`src/rtl/control_unit_if.sv`:
```
// rtl/control_unit_if.sv - control sequencer bundle: instruction/stop in, datapath strobes out
interface control_unit_if;
    logic [31:0] IR;
    logic        Stop;
    logic        PCout, Zlowout, ZHighout, MDRout;
    logic        MARin, PCin, MDRin, IRin, Yin, Zin, LOin, HIin;
    logic        IncPC, Read;
    logic        GRA, GRB, GRC, Rin, Rout, BAout;
    logic [4:0]  operation;
    logic        Run;

    modport slave (
        input  IR, Stop,
        output PCout, Zlowout, ZHighout, MDRout,
        output MARin, PCin, MDRin, IRin, Yin, Zin, LOin, HIin,
        output IncPC, Read, GRA, GRB, GRC, Rin, Rout, BAout,
        output operation, Run
    );

    modport master (
        output IR, Stop,
        input  PCout, Zlowout, ZHighout, MDRout,
        input  MARin, PCin, MDRin, IRin, Yin, Zin, LOin, HIin,
        input  IncPC, Read, GRA, GRB, GRC, Rin, Rout, BAout,
        input  operation, Run
    );
endinterface

```
`src/rtl/control_unit.sv`:
```
// rtl/control_unit.sv - hardwired Moore sequencer: fetch T0..T2, per-class execute T3..T6, halt
module control_unit (
    input  logic          Clock,
    input  logic          Reset,
    control_unit_if.slave bus
);
    typedef enum logic [3:0] {
        S_RST  = 4'd0, S_T0 = 4'd1, S_T1 = 4'd2, S_T2 = 4'd3, S_T3 = 4'd4,
        S_T4   = 4'd5, S_T5 = 4'd6, S_T6 = 4'd7, S_HALT = 4'd8
    } state_t;

    localparam logic [2:0] CL_ALU = 3'd0, CL_MD = 3'd1, CL_UN = 3'd2, CL_NOP = 3'd3, CL_HLT = 3'd4;

    function automatic logic [2:0] class_of(input logic [4:0] op);
        case (op)
            5'b00011, 5'b00100, 5'b00101, 5'b00110, 5'b00111,
            5'b01000, 5'b01001, 5'b01010, 5'b01011: class_of = CL_ALU;
            5'b10000, 5'b01111:                     class_of = CL_MD;
            5'b10001, 5'b10010:                     class_of = CL_UN;
            5'b11011:                               class_of = CL_HLT;
            default:                                class_of = CL_NOP;
        endcase
    endfunction

    state_t     r_state;
    state_t     w_next;
    logic [2:0] r_class;
    logic       r_stop;
    logic [4:0] w_op;
    logic [2:0] w_live_class;
    logic [2:0] w_fetch_class;
    state_t     w_done;
    logic       w_unused_ir;

    assign w_op          = bus.IR[31:27];
    assign w_live_class  = class_of(w_op);
    assign w_fetch_class = w_live_class;
    assign w_unused_ir   = ^bus.IR[26:0];
    assign w_done        = r_stop ? S_HALT : S_T0;

    // Class and stop request are frozen at the T2 edge so later IR changes cannot divert the path.
    always_ff @(posedge Clock or posedge Reset) begin
        if (Reset) begin
            r_state <= S_RST;
            r_class <= CL_NOP;
            r_stop  <= 1'b0;
        end else begin
            r_state <= w_next;
            if (r_state == S_T2) begin
                r_class <= w_fetch_class;
                r_stop  <= bus.Stop;
            end else if (r_state == S_T0) begin
                r_stop  <= 1'b0;
            end
        end
    end

    always_comb begin
        w_next = r_state;
        case (r_state)
            S_RST: w_next = S_T0;
            S_T0:  w_next = S_T1;
            S_T1:  w_next = S_T2;
            S_T2: begin
                if (w_fetch_class == CL_HLT)      w_next = S_HALT;
                else if (w_fetch_class == CL_NOP) w_next = bus.Stop ? S_HALT : S_T0;
                else                              w_next = S_T3;
            end
            S_T3:  w_next = S_T4;
            S_T4:  w_next = (r_class == CL_UN) ? w_done : S_T5;
            S_T5:  w_next = (r_class == CL_MD) ? S_T6 : w_done;
            S_T6:  w_next = w_done;
            S_HALT: w_next = S_HALT;
            default: w_next = S_RST;
        endcase
    end

    // Execute-phase strobes decode the live opcode; the datapath IR holds it steady.
    always_comb begin
        bus.PCout = 1'b0; bus.Zlowout = 1'b0; bus.ZHighout = 1'b0; bus.MDRout = 1'b0;
        bus.MARin = 1'b0; bus.PCin = 1'b0; bus.MDRin = 1'b0; bus.IRin = 1'b0;
        bus.Yin = 1'b0; bus.Zin = 1'b0; bus.LOin = 1'b0; bus.HIin = 1'b0;
        bus.IncPC = 1'b0; bus.Read = 1'b0;
        bus.GRA = 1'b0; bus.GRB = 1'b0; bus.GRC = 1'b0;
        bus.Rin = 1'b0; bus.Rout = 1'b0; bus.BAout = 1'b0;
        bus.operation = 5'b00000;
        bus.Run = 1'b0;
        case (r_state)
            S_T0: begin
                bus.Run = 1'b1; bus.PCout = 1'b1; bus.MARin = 1'b1; bus.IncPC = 1'b1; bus.Zin = 1'b1;
            end
            S_T1: begin
                bus.Run = 1'b1; bus.Zlowout = 1'b1; bus.PCin = 1'b1; bus.Read = 1'b1; bus.MDRin = 1'b1;
            end
            S_T2: begin
                bus.Run = 1'b1; bus.MDRout = 1'b1; bus.IRin = 1'b1;
            end
            S_T3: begin
                bus.Run = 1'b1;
                case (w_live_class)
                    CL_ALU: begin bus.GRB = 1'b1; bus.Rout = 1'b1; bus.Yin = 1'b1; end
                    CL_MD:  begin bus.GRA = 1'b1; bus.Rout = 1'b1; bus.Yin = 1'b1; end
                    CL_UN:  begin bus.GRB = 1'b1; bus.Rout = 1'b1; bus.Zin = 1'b1; bus.operation = w_op; end
                    default: ;
                endcase
            end
            S_T4: begin
                bus.Run = 1'b1;
                case (w_live_class)
                    CL_ALU: begin bus.GRC = 1'b1; bus.Rout = 1'b1; bus.Zin = 1'b1; bus.operation = w_op; end
                    CL_MD:  begin bus.GRB = 1'b1; bus.Rout = 1'b1; bus.Zin = 1'b1; bus.operation = w_op; end
                    CL_UN:  begin bus.Zlowout = 1'b1; bus.GRA = 1'b1; bus.Rin = 1'b1; end
                    default: ;
                endcase
            end
            S_T5: begin
                bus.Run = 1'b1;
                case (w_live_class)
                    CL_ALU: begin bus.Zlowout = 1'b1; bus.GRA = 1'b1; bus.Rin = 1'b1; end
                    CL_MD:  begin bus.Zlowout = 1'b1; bus.LOin = 1'b1; end
                    default: ;
                endcase
            end
            S_T6: begin
                bus.Run = 1'b1;
                if (w_live_class == CL_MD) begin
                    bus.ZHighout = 1'b1; bus.HIin = 1'b1;
                end
            end
            default: ;
        endcase
    end
endmodule
```
`src/flat_wrapper.sv`:
```
// flat-port wrapper written by rule: the top's interface ports become plain ports
module control_unit_flat 
  (Clock, Reset, bus_IR, bus_Stop, bus_PCout, bus_Zlowout, bus_ZHighout, bus_MDRout, bus_MARin, bus_PCin, bus_MDRin, bus_IRin, bus_Yin, bus_Zin, bus_LOin, bus_HIin, bus_IncPC, bus_Read, bus_GRA, bus_GRB, bus_GRC, bus_Rin, bus_Rout, bus_BAout, bus_operation, bus_Run);
  control_unit_if bus_i ();
  input  logic Clock;
  input  logic Reset;
  input wire logic [$bits(bus_i.IR)-1:0] bus_IR;
  input wire logic [$bits(bus_i.Stop)-1:0] bus_Stop;
  output wire logic [$bits(bus_i.PCout)-1:0] bus_PCout;
  output wire logic [$bits(bus_i.Zlowout)-1:0] bus_Zlowout;
  output wire logic [$bits(bus_i.ZHighout)-1:0] bus_ZHighout;
  output wire logic [$bits(bus_i.MDRout)-1:0] bus_MDRout;
  output wire logic [$bits(bus_i.MARin)-1:0] bus_MARin;
  output wire logic [$bits(bus_i.PCin)-1:0] bus_PCin;
  output wire logic [$bits(bus_i.MDRin)-1:0] bus_MDRin;
  output wire logic [$bits(bus_i.IRin)-1:0] bus_IRin;
  output wire logic [$bits(bus_i.Yin)-1:0] bus_Yin;
  output wire logic [$bits(bus_i.Zin)-1:0] bus_Zin;
  output wire logic [$bits(bus_i.LOin)-1:0] bus_LOin;
  output wire logic [$bits(bus_i.HIin)-1:0] bus_HIin;
  output wire logic [$bits(bus_i.IncPC)-1:0] bus_IncPC;
  output wire logic [$bits(bus_i.Read)-1:0] bus_Read;
  output wire logic [$bits(bus_i.GRA)-1:0] bus_GRA;
  output wire logic [$bits(bus_i.GRB)-1:0] bus_GRB;
  output wire logic [$bits(bus_i.GRC)-1:0] bus_GRC;
  output wire logic [$bits(bus_i.Rin)-1:0] bus_Rin;
  output wire logic [$bits(bus_i.Rout)-1:0] bus_Rout;
  output wire logic [$bits(bus_i.BAout)-1:0] bus_BAout;
  output wire logic [$bits(bus_i.operation)-1:0] bus_operation;
  output wire logic [$bits(bus_i.Run)-1:0] bus_Run;
  assign bus_i.IR = bus_IR;
  assign bus_i.Stop = bus_Stop;
  assign bus_PCout = bus_i.PCout;
  assign bus_Zlowout = bus_i.Zlowout;
  assign bus_ZHighout = bus_i.ZHighout;
  assign bus_MDRout = bus_i.MDRout;
  assign bus_MARin = bus_i.MARin;
  assign bus_PCin = bus_i.PCin;
  assign bus_MDRin = bus_i.MDRin;
  assign bus_IRin = bus_i.IRin;
  assign bus_Yin = bus_i.Yin;
  assign bus_Zin = bus_i.Zin;
  assign bus_LOin = bus_i.LOin;
  assign bus_HIin = bus_i.HIin;
  assign bus_IncPC = bus_i.IncPC;
  assign bus_Read = bus_i.Read;
  assign bus_GRA = bus_i.GRA;
  assign bus_GRB = bus_i.GRB;
  assign bus_GRC = bus_i.GRC;
  assign bus_Rin = bus_i.Rin;
  assign bus_Rout = bus_i.Rout;
  assign bus_BAout = bus_i.BAout;
  assign bus_operation = bus_i.operation;
  assign bus_Run = bus_i.Run;
  control_unit u_core (.Clock(Clock), .Reset(Reset), .bus(bus_i));
endmodule
```
`config.mk`:
```
export PLATFORM = sky130hd
export DESIGN_NAME = control_unit_flat
export DESIGN_NICKNAME = d
export VERILOG_FILES = /design/src/rtl/control_unit_if.sv /design/src/rtl/control_unit.sv /design/src/flat_wrapper.sv
export SDC_FILE = /design/constraint.sdc
export NUM_CORES = 1
export LEC_CHECK = 0
export ABC_AREA = 1
export BUFFER_PORTS_ARGS = -buffer_cell sky130_fd_sc_hd__buf_2
export CAP_MARGIN = 40
export CORE_MARGIN = 10
export CORE_UTILIZATION = 44
export DETAILED_ROUTE_END_ITERATION = 8
export MAX_ROUTING_LAYER = met4
export PLACE_DENSITY = 0.89
export SLEW_MARGIN = 20
export SYNTH_ARGS = -nofsm -noshare
export SYNTH_HDL_FRONTEND = slang
export SYNTH_SLANG_ARGS = --single-unit
```
`constraint.sdc`:
```
create_clock -name Clock -period 2.15 [get_ports Clock]
set_input_delay 0.43 -clock Clock [delete_from_list [all_inputs] [get_ports Clock]]
set_output_delay 0.43 -clock Clock [all_outputs]
set_load 0.01 [all_outputs]
```
# Word level (Yosys, flattened, before mapping)
# Memories as Yosys holds them, arrays and structs flattened.
# Cells that the tools add are included.
# word_totals
word_cells	57
input_bits	35
romBits	96
memories	1
register_bits	8
# classes
n_mux	32
eq_ne	14
reduce_logical	7
# memory_table
memory	words	word_bits	read_ports	rd_clocked_by_memory_dff	wr	line_no	text
(no name shown)	32	3	1	0	0	control_unit.sv:15	case (op)
# op_table
operator	count
4-bit case mux with 9 select lines	1
4-bit 2-to-1 mux	6
4-bit by 3-bit == test with 1-bit output, second input constant	4
1-bit 2-to-1 mux	16
5-bit 2-to-1 mux	2
5-bit case mux with 2 select lines	1
3-bit by 2-bit == test with 1-bit output, second input constant	3
1-bit case mux with 3 select lines	3
4-bit by 2-bit == test with 1-bit output, second input constant	2
7-bit OR reduction	1
3-bit by 1-bit == test with 1-bit output, second input constant	2
1-bit case mux with 2 select lines	3
4-bit by 1-bit == test with 1-bit output, second input constant	1
4-bit == test, second input constant	1
4-bit logical NOT	1
2-bit OR reduction	2
3-bit == test, second input constant	1
3-bit logical NOT	1
3-bit OR reduction	1
2-bit nonzero test	1

# Logic depth before layout (Yosys ltp)
# Gate-level depths: netlist (run 1).
# An unclocked memory read counts as a cell.
# logic_depth
ltp_word	5
ltp_mapped	11
mapped_depth_nobuf	11

# Worst setup path after synthesis (run 1)
# OpenSTA, ideal clock, no wires.
# synth_path
path_type	input -> output
start	input port bus_IR[27]
end	output port bus_ZHighout
cell_stages	8
t_arrival_ns	1.487
required_time_ns	1.720
path_buffers	1
slack_ns	0.233
path_cell_list	inv_1 > ha_1 > nand2_1 > nand3_1 > nand2_4 > nand2_1 > nor2_1 > buf_4
# synth_between
elab_chain_cells	4
# synth_rtl
element	line_no	text
start, declared	flat_wrapper.sv:7	input wire logic [$bits(bus_i.IR)-1:0] bus_IR;
memory 32 x 3 bit	--	
3-bit by 1-bit == test with 1-bit output	control_unit.sv:126	if (w_live_class == CL_MD) begin
1-bit 2-to-1 mux (2 in series)	--	
end, declared	flat_wrapper.sv:11	output wire logic [$bits(bus_i.ZHighout)-1:0] bus_ZHighout;
# No other way between the ends.

# Worst setup path after layout (run 1)
# layout_path
start	input port bus_IR[27]
end	output port bus_operation[0]
# layout_between
elab_chain_cells	5
elab_cells_between_ends	8
cone_classes	2 x eq/ne; 3 x mux; 2 x reduce/logical; 1 x memory
# layout_rtl
element	line_no	text
memory 32 x 3 bit	--	
3-bit by 1-bit == test with 1-bit output or 3-bit logical NOT (tied branches)	control_unit.sv:109	case (w_live_class)
2-bit OR reduction (no source line)	--	
5-bit 2-to-1 mux	control_unit.sv:109	
5-bit case mux with 2 select lines *	control_unit.sv:88	case (r_state)
end, declared	flat_wrapper.sv:29	output wire logic [$bits(bus_i.operation)-1:0] bus_operation;
# Every way passes the cells marked *; elsewhere a longest branch is shown, timed or not.

==> results of run 1 <==
## how the worst max path moves through the flow
stage	depth (start not counted)	from	endpoint
3_3_place_gp	12	bus_IR[27]	bus_Zin
2_1_floorplan	8	bus_IR[27]	bus_ZHighout
3_5_place_dp	12	bus_IR[27]	bus_operation[2]
6_report	12	bus_IR[27]	bus_operation[0]
5_1_grt	12	bus_IR[27]	bus_operation[0]
4_1_cts	12	bus_IR[27]	bus_operation[2]
## worst max-delay path, delay by kind of cell
kind	cells	cell delay, ns
and+or+nand+nor	7	0.61
buffers and inverters	4	0.37
adders and majority gates	1	0.21
## cells by family (layout without fill, tap and decap cells)
| group | count (synthesis) | count (layout) | synth area share, % |
|---|---|---|---|
| simple gates | 78 | 79 | 45.93 |
| compound gates | 12 | 12 | 7.414 |
| fa+ha+maj | 3 | 3 | 4.361 |
| flops | 8 | 8 | 23.55 |
| other cells | 1 | 1 | 0.4356 |
| buf+inv | 34 | 67 | 18.31 |
## stage by stage
step	setup TNS [ns]	power, W	cell area (um2)	setup slack [ns]	hold slack (ns)
floorplan	0	0.0007664	860.8	0.2332	0.2442
global placement	0	0.0009246	1010	0.07046	0.3758
detailed placement	0	0.0009467	1010	0.02637	0.3810
CTS	0	0.001067	1036	0.02112	0.1131
global route	-0.03323	0.001195	1105	-0.01856	0.1243
finish	0	0.001081	1105	0.08327	0.1098
## area by class of cell
| class | count | area share [%] |
|---|---|---|
| multi-input cells | 95 | 49.26 |
| flip-flops and latches | 8 | 18.35 |
| repair buffers | 37 | 17.89 |
| inverters | 26 | 9.286 |
| well taps | 25 | 2.831 |
| clock buffers | 4 | 2.378 |
## flip-flops by register name (all words and copies together) (netlist names)
signal,cells
u_core.r_state,4
u_core.r_class,3
u_core.r_stop,1
## placed cells by master, fill, tap and decap left out, types with 2 or more instances in the layout
cell type  instances
a21oi_1            2
buf_2             32
buf_4              5
clkbuf_4           3
dfrtp_1            6
dfstp_2            2
inv_1             19
inv_2              5
inv_4              2
nand2_1           30
nand2_2            5
nand2_4            2
nand3_1           11
nand3_2            4
nand4_1            3
nor2_1            13
nor2_2             6
nor2_4             3
o21ai_0            7
## per-layer routing
layer / global-route usage [%] / wire length (um)
met5: - / 0
met3: 4.181 / 174
met4: 2.941 / 21
met2: 17.29 / 1187
met1: 12.41 / 1007
## report_power, final
| group | internal, W | total (W) | leakage, nW | switching [W] |
|---|---|---|---|---|
| clock network | 0.0000704 | 0.000113 | 0.0150 | 0.0000427 |
| registers | 0.000225 | 0.000286 | 0.0991 | 0.0000611 |
| logic | 0.000243 | 0.000682 | 0.537 | 0.000439 |
| total | 0.000538 | 0.00108 | 0.651 | 0.000543 |
## repair_timing
action,in CTS,in global routing
setup buffers,0,3
resized for setup,0,13
endpoints found under the setup margin,0,12
==> key figures, run 1 <==
Clocking
  – Clock-pin transition on the worst setup and hold timing paths: 0.05 ns
  – Level count of the clock H-tree: 1
  – CTS tree: done
  – Root buffer cell: clkbuf_4
  – Maximum buffer depth of the clock tree: 2
  – Number of hold buffers added after cts: 0
  – Sink Count: 8
  – Worst skew pair latency: roughly 0.24 ns
  – CTS buffer count: 3

GRT
  – Grt total ovfl: 0
  – Overall global routing resource usage: a little over a tenth
  – Vias in the first global route: 860
  – Initial antenna violation count: 0
  – Wire length of the first global-routing pass: 3.670 mm
  – Maximum number of pins on one net before global-route repair: 11

Placement
  – Number of cells in the design after placement: around 190
  – Placer congestion estimate: roughly 0.89
  – Total of buffers placed on input and output ports: 32
  – Half-perimeter wire length of the detailed placement result: slightly below 2 mm

Floorplan
  – Core area: roughly 0.0018 mm2
  – Die footprint: just over 0.004 mm2
  – Die Wd: 64.23 um
  – I/O Pins: a little over 60
  – Initial cell density of the core: 48.28%
  – Vert. Die Dim: 64.23 um
  – Site row count: 15

Synthesis
  – Sequential-to-total area share from yosys stat: about a quarter
  – Fraction of registers with async set/reset: 100.0%
  – Summed instance area of the synthesized netlist: 860.8 um2
  – Per-instance average area after synthesis: ~6.3 um2
  – Nets in the synthesized netlist: 174
  – Most frequent cell after synthesis: nand2_1
  – Leading area contributor after synthesis: dfrtp_1
  – Portion of synthesized cell area occupied by the leading cell type: around 17%
  – Synthesis-stage register bit count: 8
  – Ranking of synthesized cells by area: dfrtp_1 (17%), nand2_1 (13%), inv_1 (9.6%)
  – Count of unique library cells instantiated by Yosys: 24
  – Post-synth top flop: dfrtp_1
  – Number of synthesis warnings: 0
  – Number of enable-type register cells in the synthesized netlist: 0
  – Cells after Synth: approximately 140
  – Synth cell count leaders: nand2_1 (30), inv_1 (22), nor2_1 (16)

Layout
  – Post-route non-filler standard cell count: 195
  – Area used by multi-input combinational logic: 544.3 um2
  – Filler instances: approximately 160
  – Area growth from synthesis to final layout: 28.34%
  – Antenna diode count: 0
  – Final design utilization: just over 60%
  – Nets: around 210
  – Share of post-route cells with drive strength above 1: 42.35%
  – Total area of sequential cells: between 200 and 250 um2

Setup path
  – CP required: between 1.5 and 2 ns
  – Depth of the most critical reg-to-reg path: 9
  – Endpoint kind of the worst setup timing path: output pin
  – Delay of the slowest cell on the worst path: about 0.21 ns
  – Cell with the largest stage delay on the worst path: ha_2
  – Worst reg2reg path startpoint: u_core.r_state[3]
  – Setup slack, reg-to-reg: 0.80 ns
  – WP data arrival: between 1.5 and 2 ns
  – Critical path cell sequence: buf_2 -> ha_2 -> nand3_2 -> nand3_2 -> nand2_4 -> inv_4 -> nor2_4 -> nand2_2 -> nand2_2 -> inv_4 -> nor2_2 -> buf_2
  – R2r endpoint: u_core.r_state[3]
  – Worst Setup Path Type: input pin to output pin
  – Largest driver fanout on the critical path: 6
  – Startpoint types: input pin

STA
  – Setup violation total in the final timing report: 0
  – Worst clock skew on the final layout: about 0.0026 ns
  – Minimum clock period: a little over 2 ns
  – Fin crit share: a little over nine tenths
  – Fmax: roughly 480 MHz
  – Final Max Slew Viols: 0
  – Final hold violation count: 0

Hold path
  – Worst hold-check path type: input pin to async pin

Routing
  – Average routed wire per standard cell: ~12 um
  – Remaining DRCs: 0
  – Pre-Repair DR Iteration Count: 4
  – Initial DRC count: 29
  – Via count: a little under 1000
  – Remaining antenna violation count after routing: 0
  – Routed wire length: between 2 and 2.5 mm
  – Mean number of vias per cell: between 4 and 5

Run status
  – Result of the run: completed

Job
  – # Max-Cap Violations: 0

Power
  – Worst voltage drop across the vdd grid: just over 0.0006 V
  – Pwr per Cell Area: 978.4 mW/mm2
  – Leak: 0.6513 nW
Power figures use the tool's default switching activity.
==> run 2: changes to the inputs <==
--- a/config.mk
+++ b/config.mk
@@ -9,10 +9,11 @@
 export BUFFER_PORTS_ARGS = -buffer_cell sky130_fd_sc_hd__buf_2
 export CAP_MARGIN = 40
 export CORE_MARGIN = 10
-export CORE_UTILIZATION = 44
+export CORE_UTILIZATION = 45
+export CTS_BUF_LIST = sky130_fd_sc_hd__clkbuf_2
 export DETAILED_ROUTE_END_ITERATION = 8
 export MAX_ROUTING_LAYER = met4
-export PLACE_DENSITY = 0.89
+export PLACE_DENSITY = 0.91
 export SLEW_MARGIN = 20
 export SYNTH_ARGS = -nofsm -noshare
 export SYNTH_HDL_FRONTEND = slang
==> key figures, run 2 (same netlist as run 1, synthesis figures left out) <==
Clocking
  – Worst skew pair latency: 0.22 ns
  – Level count of the clock H-tree: 1
  – Sink Count: 8
  – Root buffer cell: clkbuf_2
  – Clock-pin transition on the worst setup and hold timing paths: about 0.070 ns
  – CTS buffer count: 3
  – CTS tree: done
  – Maximum buffer depth of the clock tree: 2

GRT
  – Wire length of the first global-routing pass: ~3.6 mm
  – Vias in the first global route: about 870
  – Initial antenna violation count: 0
  – Grt total ovfl: 0
  – Maximum number of pins on one net before global-route repair: 13
  – Overall global routing resource usage: between 10% and 20%

Placement
  – Pre-CTS setup slack: ~0.017 ns
  – Half-perimeter wire length of the detailed placement result: between 1.5 and 2 mm
  – Total of buffers placed on input and output ports: 32
  – Total placed instance area: just over 0.001 mm2
  – Placer congestion estimate: between 0.9 and 1
  – Number of cells in the design after placement: 187

STA
  – Fin crit share: around 96%
  – Post-layout worst setup margin: approximately 0.085 ns
  – Worst clock skew on the final layout: 0.008439 ns
  – Final Max Slew Viols: 0
  – Setup violation total in the final timing report: 0
  – Final hold violation count: 0
  – Minimum clock period: around 2.1 ns
  – Fmax: between 400 and 500 MHz

Setup path
  – Endpoint kind of the worst setup timing path: output pin
  – Startpoint types: input pin
  – CP required: 1.72 ns
  – Worst Setup Path Type: input pin to output pin
  – R2r endpoint: u_core.r_state[2]
  – Worst reg2reg path startpoint: u_core.r_state[1]
  – Largest driver fanout on the critical path: 6
  – Depth of the most critical reg-to-reg path: 6
  – WP data arrival: between 1.5 and 2 ns
  – Setup slack, reg-to-reg: a little under 0.8 ns

Run status
  – Result of the run: completed

Routing
  – Mean number of vias per cell: just under 5
  – Initial DRC count: 47
  – Average routed wire per standard cell: about 12 um
  – Remaining DRCs: 0
  – Remaining antenna violation count after routing: 0
  – Via count: between 900 and 1000
  – Pre-Repair DR Iteration Count: 6
  – Routed wire length: 2.402 mm

Layout
  – Largest register FFs: 4
  – Area used by multi-input combinational logic: between 500 and 600 um2
  – Final instance area: approximately 0.0011 mm2
  – Post-route non-filler standard cell count: ~200
  – Commonest non-fill, non-tap cells in the layout: nand2_1 (30), buf_2 (30), inv_1 (19)
  – Regs by FF count: u_core.r_state (4), u_core.r_class (3), u_core.r_stop (1)
  – Nets: approximately 210
  – Total area of sequential cells: around 200 um2
  – Area growth from synthesis to final layout: 27.33%
  – Most flops, register: u_core.r_state
  – Filler instances: 163
  – Share of post-route cells with drive strength above 1: between 40% and 50%
  – Antenna diode count: 0

Power
  – Pwr per Cell Area: between 900 and 1000 mW/mm2
  – Leak: about 0.66 nW
  – Power Total: between 0.001 and 0.0015 W
  – Worst voltage drop across the vdd grid: 0.0008131 V

Floorplan
  – Core area: between 0.0015 and 0.002 mm2
  – Die Wd: between 60 and 70 um
  – I/O Pins: 61
  – Initial cell density of the core: 48.79%
  – Die footprint: 0.004062 mm2
  – Site row count: 15
  – Vert. Die Dim: 63.74 um

Hold path
  – Worst hold-check path type: input pin to async pin

Job
  – # Max-Cap Violations: 0
-- run 2: report_power, final --
part / switching, W / internal (W)
Combinational: 0.000433 / 0.000246
Sequential: 0.0000595 / 0.000224
Clock: 0.0000447 / 0.0000494
-- run 2: critical path: stages --
cell     delay [ns]
buf_4          0.13
ha_4           0.17
o21ai_0        0.14
nand3_1        0.17
nand2_4        0.14
nor2_4         0.05
nand2_2        0.05
nand2_2        0.04
inv_2          0.12
nand2_1        0.06
buf_2          0.14
-- run 2: area by class of cell --
cell class                      count  area share, %
Clock buffer                        4          1.826
Inverter                           26          9.132
Multi-Input combinational cell     95          49.20
Sequential cell                     8          18.49
Tap cell                           25          2.854
Timing Repair Buffer               37          18.49
-- run 2: worst max-delay path by stage --
| stage | start | to | slack, ns | cells past startpoint |
|---|---|---|---|---|
| after floorplan | bus_IR[27] | bus_ZHighout | 0.23 | 8 |
| after global placement | bus_IR[27] | bus_Zin | 0.08 | 12 |
| after detailed placement | bus_IR[27] | bus_operation[0] | 0.02 | 12 |
| after CTS | bus_IR[27] | bus_operation[0] | 0.01 | 12 |
| after global routing | bus_IR[27] | bus_Zin | -0.009 | 11 |
| final | bus_IR[27] | bus_Zin | 0.08 | 11 |
-- run 2: layer usage --
| metal | GRT usage, % | up-vias | routed length, um |
|---|---|---|---|
| li1 | - | 487 | - |
| met1 | 11.43 | 414 | 959 |
| met2 | 19.35 | 40 | 1225 |
| met3 | 3.659 | 4 | 195 |
| met4 | 1.639 | 0 | 21 |
| met5 | - | - | 0 |
-- run 2: repair_timing --
item | CTS | global route
buffers inserted | 0 | 3
hold buffers | 0 | 0
endpoints found under the hold margin | 0 | 0
endpoints found under the setup margin | 0 | 9
resized for setup | 0 | 12
-- run 2: through the flow --
step	utilization, %	TNS (ns)	hold WS (ns)
2_1_floorplan	-	0	0.2442
3_3_place_gp	57.23	0	0.3798
3_5_place_dp	57.23	0	0.3751
4_1_cts	58.37	0	0.1168
5_1_grt	62.13	-0.01598	0.1113
6_report	62.13	0	0.1236
